<file path="src/rtl/block_nconv_seq.sv">
// Block sequencer: runs NUM_CONV 3x3 conv layers back-to-back, then an optional
// 2x2 max-pool + ReLU pass, with a per-stage watchdog and a saturating cycle counter.
module block_nconv_seq #(
  parameter int unsigned NUM_CONV          = 3,
  parameter int unsigned NUMBER_OF_CHANNEL = 3,
  parameter int unsigned NUMBER_OF_KERNEL  = 8,
  parameter int unsigned CH_WIDTH          = 10,
  parameter int unsigned POOL_EN           = 1,
  parameter int unsigned TIMEOUT_CYCLES    = 65535,
  parameter int unsigned CNT_WIDTH         = 24
) (
  input  logic                 clk,
  input  logic                 rst,
  input  logic                 i_valid,
  input  logic                 i_pool_bypass,
  input  logic                 i_conv_done,
  input  logic                 i_pool_done,
  output logic                 o_conv_start,
  output logic [2:0]           o_conv_layer,
  output logic [CH_WIDTH-1:0]  o_conv_channels,
  output logic                 o_pool_start,
  output logic                 o_busy,
  output logic                 o_valid,
  output logic                 o_error,
  output logic [CNT_WIDTH-1:0] o_cycle_count
);

  localparam int unsigned WD_W = (TIMEOUT_CYCLES > 1) ? $clog2(TIMEOUT_CYCLES) : 1;
  localparam logic [2:0]      LAST_LAYER = 3'(NUM_CONV - 1);
  localparam logic [WD_W-1:0] WD_LAST    = WD_W'(TIMEOUT_CYCLES - 1);

  typedef enum logic [2:0] {
    IDLE, C_START, C_WAIT, P_START, P_WAIT, DONE, ERROR
  } state_e;

  state_e                state_q, state_d;
  logic [2:0]            layer_q, layer_d;
  logic [CH_WIDTH-1:0]   ch_q, ch_d;
  logic [WD_W-1:0]       wd_q, wd_d;
  logic                  bypass_q, bypass_d;
  logic                  err_q, err_d;
  logic [CNT_WIDTH-1:0]  cnt_q, cnt_d;
  logic                  busy_q, busy_d;
  logic                  cstart_q, cstart_d;
  logic                  pstart_q, pstart_d;
  logic                  valid_q, valid_d;

  // Next-state and next-output logic; every output register is derived from state_d.
  always_comb begin
    state_d  = state_q;
    layer_d  = layer_q;
    ch_d     = ch_q;
    wd_d     = wd_q;
    bypass_d = bypass_q;
    err_d    = err_q;
    cnt_d    = cnt_q;

    if (busy_q && (cnt_q != '1)) begin
      cnt_d = cnt_q + CNT_WIDTH'(1);
    end

    case (state_q)
      IDLE: begin
        if (i_valid) begin
          state_d  = C_START;
          bypass_d = i_pool_bypass;
          layer_d  = 3'd0;
          err_d    = 1'b0;
          cnt_d    = '0;
        end
      end
      C_START: begin
        wd_d    = '0;
        state_d = C_WAIT;
      end
      C_WAIT: begin
        if (i_conv_done) begin
          if (layer_q != LAST_LAYER) begin
            layer_d = layer_q + 3'd1;
            state_d = C_START;
          end else if ((POOL_EN != 0) && !bypass_q) begin
            state_d = P_START;
          end else begin
            state_d = DONE;
          end
        end else if (wd_q == WD_LAST) begin
          state_d = ERROR;
          err_d   = 1'b1;
        end else begin
          wd_d = wd_q + WD_W'(1);
        end
      end
      P_START: begin
        wd_d    = '0;
        state_d = P_WAIT;
      end
      P_WAIT: begin
        if (i_pool_done) begin
          state_d = DONE;
        end else if (wd_q == WD_LAST) begin
          state_d = ERROR;
          err_d   = 1'b1;
        end else begin
          wd_d = wd_q + WD_W'(1);
        end
      end
      DONE:    state_d = IDLE;
      ERROR:   state_d = IDLE;
      default: state_d = IDLE;
    endcase

    // Layer 0 consumes the image channels; later layers consume the previous layer's kernels.
    if (state_d == C_START) begin
      ch_d = (layer_d == 3'd0) ? CH_WIDTH'(NUMBER_OF_CHANNEL) : CH_WIDTH'(NUMBER_OF_KERNEL);
    end

    cstart_d = (state_d == C_START);
    pstart_d = (state_d == P_START);
    valid_d  = (state_d == DONE);
    busy_d   = (state_d == C_START) || (state_d == C_WAIT) ||
               (state_d == P_START) || (state_d == P_WAIT);
  end

  always_ff @(posedge clk or posedge rst) begin
    if (rst) begin
      state_q  <= IDLE;
      layer_q  <= 3'd0;
      ch_q     <= '0;
      wd_q     <= '0;
      bypass_q <= 1'b0;
      err_q    <= 1'b0;
      cnt_q    <= '0;
      busy_q   <= 1'b0;
      cstart_q <= 1'b0;
      pstart_q <= 1'b0;
      valid_q  <= 1'b0;
    end else begin
      state_q  <= state_d;
      layer_q  <= layer_d;
      ch_q     <= ch_d;
      wd_q     <= wd_d;
      bypass_q <= bypass_d;
      err_q    <= err_d;
      cnt_q    <= cnt_d;
      busy_q   <= busy_d;
      cstart_q <= cstart_d;
      pstart_q <= pstart_d;
      valid_q  <= valid_d;
    end
  end

  assign o_conv_start    = cstart_q;
  assign o_conv_layer    = layer_q;
  assign o_conv_channels = ch_q;
  assign o_pool_start    = pstart_q;
  assign o_busy          = busy_q;
  assign o_valid         = valid_q;
  assign o_error         = err_q;
  assign o_cycle_count   = cnt_q;

endmodule

</file>
<file path="config.mk">
export PLATFORM = sky130hd
export DESIGN_NAME = block_nconv_seq
export DESIGN_NICKNAME = d
export VERILOG_FILES = /design/src/rtl/block_nconv_seq.sv
export SDC_FILE = /design/constraint.sdc
export NUM_CORES = 1
export LEC_CHECK = 0
export CAP_MARGIN = 30
export CORE_UTILIZATION = 30
export DETAILED_ROUTE_END_ITERATION = 10
export GPL_TIMING_DRIVEN = 0
export PLACE_DENSITY_LB_ADDON = 0.12
export SYNTH_ARGS = -nofsm -noshare
export SYNTH_HDL_FRONTEND = slang
export SYNTH_SLANG_ARGS = --single-unit
</file>
<file path="constraint.sdc">
create_clock -name clk -period 3.05 [get_ports clk]
set_input_delay 0.61 -clock clk [delete_from_list [all_inputs] [get_ports clk]]
set_output_delay 0.61 -clock clk [all_outputs]
set_load 0.1 [all_outputs]
</file>
# Word level (Yosys, flattened, before mapping)
# Cells that the tools add are included.
# word_totals
regBits,62
inputBits,6
out_inout_bits,42
# op_classes
n_addsub,3
eq_ne,15
mux,24
n_reduce_logical,12
# ops
op,n
two-way mux 24 bit,3
two-way mux 16 bit,3
one-hot mux 16 bit (3 select lines),1
two-way mux 3 bit,9
adder 24 x 1 -> 24 bit (second input constant),1
inequality test 24 bit (second input constant),1
adder 16 x 1 -> 16 bit (second input constant),1
== test 16 bit (second input constant),1
one-hot mux 3 bit (5 select lines),1
== test 3 x 2 -> 1 bit (second input constant),4
== test 3 bit (second input constant),3
== test 3 x 1 -> 1 bit (second input constant),2
zero test 3 bit,2
inequality test 2 bit (second input constant),3
one-hot mux 3 bit (2 select lines),1
nonzero test 3 bit,2
two-way mux 1 bit,4
two-way mux 4 bit,1
AND reduction 4 bit,1
adder 3 x 1 -> 3 bit (second input constant),1
logical OR 1 bit,3
inequality test 3 x 2 -> 1 bit (second input constant),1
one-hot mux 1 bit (3 select lines),1
AND reduction 3 bit,1
other kinds (3),3

# Longest topological paths before layout
# depth
word_depth,8
mapped_depth,7

# Least setup slack after synthesis
# Ideal clock, no wire load.
# synth_timing
path_type,register to register
start,"reg cnt_q[8], in the netlist o_cycle_count[8]"
end,"reg cnt_q[19], in the netlist o_cycle_count[19]"
setup_time_ns,0.078
arrival_time_ns,2.770
t_required_ns,2.972
setup_slack_ns,0.202
path_stages_with_launch,8
period_less_slack_ns,2.848
cell_sequence,dfrtp_1 and4_1 buf_6 nand4_4 or4_1 buf_2 or4_1 a21oi_1
# synth_via
elab_chain_cells,5
word_cells_on_any_way,6
cone_classes,add/sub (1); eq/ne (1); mux (3); reduce/logical (1)
# synth_lines
item,line,text
"start, declared",42,"logic [CNT_WIDTH-1:0] cnt_q, cnt_d;"
"start signal, assigned",144,cnt_q <= cnt_d;
branches (longest 2 deep; another with adder 24 x 1 -> 24 bit),n/a,
two-way mux 24 bit *,58,if (busy_q && (cnt_q != '1)) begin
two-way mux 24 bit,64,if (i_valid) begin
two-way mux 24 bit *,62,case (state_q)
named net cnt_d[19],42,
# Mark *: on every way through the listed nets, which the timed path passes.
# A chain may end at the register's enable or synchronous reset.

# Worst setup path in the final report
# layout_timing
start,"reg cnt_q[12], in the netlist o_cycle_count[12]"
end,out o_cycle_count[12]
# layout_lines
item,line,text
"end, declared",25,output logic [CNT_WIDTH-1:0] o_cycle_count
# No word-level cell between the ends.

==> results.py <==
metrics = {
    "clocking": {
        "cts_post_setup_buffers_inserted": 0,
        "numClockSinks": 54,
        "path_clk_slew_ns": 0.10,
        "clk_latency_ns": 0.32,
        "cts-hold-fix-buffers": 0,
        "cts-root-to-sink-buffers": 2,
        "cts_tree": "done",
        "cts_made_buffers": 5,
        "cts_repair_resize_count": 0,
        "cts-root-buf": "sky130_fd_sc_hd__clkbuf_8",
        "cts_max_level": 2,
    },
    "worst_setup_path": {
        "path_max_fanout": 8,
        "crit-reg2reg-launch": "o_cycle_count[16]",
        "cp.depth": 1,
        "r2r_slack_ns": 0.65,
        "cp-end-kind": "output port",
        "crit_arrival_ns": 2.07,
        "worstSetupStartpoint": "o_cycle_count[12]",
        "worst_ep_required_time_ns": 2.44,
        "timing.setup.critical_path_class": "flop to output port",
        "worst-r2r-cell-count": 7,
        "worstPathBufferInverterCount": 1,
        "cp_top_family": "buffers and inverters",
        "critical_path.startpoint_type": "flop",
        "crit_chain": "clkdlybuf4s50_1",
        "r2r-end": "o_cycle_count[19]",
        "max_stage_delay_ns": 1.20,
        "critPathCapture": "o_cycle_count[12]",
        "slowest_stage": "sky130_fd_sc_hd__clkdlybuf4s50_1",
    },
    "pwr": {
        "leakage_nw": 1.56,
        "powerDensity_nw_per_um2": 728,
        "irDropWorstVdd_v": 0.000504,
        "total_design_power_w": 0.00271,
    },
    "timing": {
        "final_hold_viol_count": 0,
        "fmax_mhz": 374,
        "timing.clock.skew_ns": 0.0126,
        "slew_viol_final": 0,
        "timing.final.ws_setup_ns": 0.375,
        "period_share_pct": 87.7,
        "min_period_ns": 2.68,
        "max_slew.worst_pin.slew_ns": 0.976,
        "setup_viol": 0,
        "rsz0062_at_grt": "false",
        "timing.slew.headroom_pct": 34.7,
    },
    "grt": {
        "first_global_vias": 2373,
        "initial_antenna_violation_count": 0,
        "global_route_wire_length_before_repair_mm": 11.7,
        "grt-ovfl-total": 0,
        "grt_start_max_net_pins": 41,
        "grt_usage_pct": 14.5,
    },
    "synthesis": {
        "ys_seq_elements": 54,
        "syn_inst": 321,
        "post_synth_most_frequent_cells": "sky130_fd_sc_hd__dfrtp_1 (54), sky130_fd_sc_hd__nand2_1 (31), sky130_fd_sc_hd__nor2_1 (29)",
        "asyncSetResetFlopFracSynth_pct": 100,
        "yosysSeqAreaShare_pct": 45.3,
        "ys.warnings.count": 0,
        "netlist_top_cells_area": "sky130_fd_sc_hd__dfrtp_1 (45%), sky130_fd_sc_hd__xnor2_1 (6.2%), sky130_fd_sc_hd__nand2_1 (3.9%)",
        "mappedNetlistArea_um2": 2980,
        "syn-mean-instance-area_um2": 9.28,
        "yosysMostFrequentCell": "sky130_fd_sc_hd__dfrtp_1",
        "yosys.area.top_type": "sky130_fd_sc_hd__dfrtp_1",
        "post_synth_edffs": 0,
        "post-synth-top-area-fraction_pct": 45.3,
        "ys_dominant_reg_cell": "sky130_fd_sc_hd__dfrtp_1",
        "netlist-cell-type-count": 46,
    },
    "flow_run": {
        "cap_violations": 0,
    },
    "floorplanning": {
        "rows": 36,
        "die_w_um": 102,
        "initial_utilization_pct": 30.8,
        "die-height_um": 102,
        "num_io_pins": 48,
        "die-area_um2": 10300,
        "core_area_um2": 9680,
    },
    "route": {
        "route.vias.total": 2462,
        "postRouteAntennaNets": 0,
        "detail_route.vias_per_cell": 4.84,
        "drt-pass1-iter-count": 4,
        "drt_iter0_drc": 88,
        "routed_wire_length_per_instance_um": 13.5,
        "drc": 0,
        "drt_wl_total_mm": 6.89,
    },
    "placed_design": {
        "dpl.hpwl_mm": 4.97,
        "port_buffers": 39,
        "place_worst_setup_slack_ns": 0.0688,
        "gp_congestion": 0.818,
    },
    "layout": {
        "n_diodes": 0,
        "nNetsFinal": 386,
        "flow.area_growth_from_synthesis_pct": 25.1,
        "fillers": 999,
        "fraction_of_layout_instances_using_a_drive_strength_above_1_pct": 9.31,
        "final_core_util_pct": 38.5,
    },
    "min_path": {
        "hold_path.class": "flop to flop",
    },
    "outcome": {
        "run_status": "complete, no violations",
    },
}
## per-stage QoR
step	cells	setup TNS (ns)	instance area, µm²	hold slack (ns)
floorplan	327	0	3000	0.449
global placement	499	-2.15	3560	0.487
detailed placement	501	0	3580	0.476
CTS	509	0	3730	0.502
global route	509	0	3730	0.545
finish	509	0	3730	0.502
## cells by family after synthesis
kind of cell / synth area share (%)
AOI/OAI and AO/OA: 12.9
xor gates and xnor gates: 6.17
adders and majority gates: 2.10
buffers and inverters: 5.63
DFF: 45.3
muxes: 2.39
other: 0.126
and+or+nand+nor: 25.4
## metal layers
layer	GRT usage, %	wire length, µm	vias up
met5	0	0	-
met4	4.24	79	0
met3	2.83	228	7
met2	24.2	3230	38
met1	19.0	3340	1174
li1	-	-	1243
## power by group
group          switching [W]  internal (W)
registers           0.000102      0.000807
logic               0.000882      0.000324
clock network       0.000249      0.000350
## cell type report
class                   instances  area [µm²]  area share (%)
clock buffers                   6        82.6            2.22
well taps                     133         166            4.46
plain buffers                  20         123            3.29
inverters                      12        45.0            1.21
clock inverters                 2        60.1            1.61
flip-flops and latches         54        1350            36.3
multi-input cells             241        1480            39.8
repair buffers                 41         415            11.1
## cells in the final DEF, fill, tap and decap left out, types with 7 or more instances in the layout
cell                              Yosys  routed
sky130_fd_sc_hd__nor2_1              29      29
sky130_fd_sc_hd__clkbuf_1             8       8
sky130_fd_sc_hd__clkdlybuf4s50_1      0      39
sky130_fd_sc_hd__nand4_1              8       8
sky130_fd_sc_hd__nand3_1             15      15
sky130_fd_sc_hd__a211oi_1             7       7
sky130_fd_sc_hd__xnor2_1             21      21
sky130_fd_sc_hd__conb_1               1       7
sky130_fd_sc_hd__dfrtp_1             54      54
sky130_fd_sc_hd__inv_1               12      11
sky130_fd_sc_hd__buf_4                8       8
sky130_fd_sc_hd__nand2_1             31      31
sky130_fd_sc_hd__nor3_1               7       7
sky130_fd_sc_hd__a21oi_1             22      22
sky130_fd_sc_hd__o21ai_0             14      14
sky130_fd_sc_hd__or3_1                9       9
## how the worst min path moves through the flow
stage,from,endpoint,slack (ns),depth (start not counted)
after detailed placement,bypass_q,o_pool_start,0.48,1
after CTS,bypass_q,o_pool_start,0.50,1
after floorplan,bypass_q,o_pool_start,0.45,1
after global placement,bypass_q,o_pool_start,0.49,1
after global routing,wd_q[4],wd_q[4],0.55,1
final,bypass_q,o_pool_start,0.50,1
## flip-flops by register name (all words and copies together), names as in the netlist
signal           flops
bypass_q             1
o_valid              1
o_conv_start         1
o_conv_channels      2
state_q              3
o_error              1
o_pool_start         1
o_cycle_count       24
o_busy               1
wd_q                16
o_conv_layer         3
Note: power is estimated with default switching activity, not from simulation.
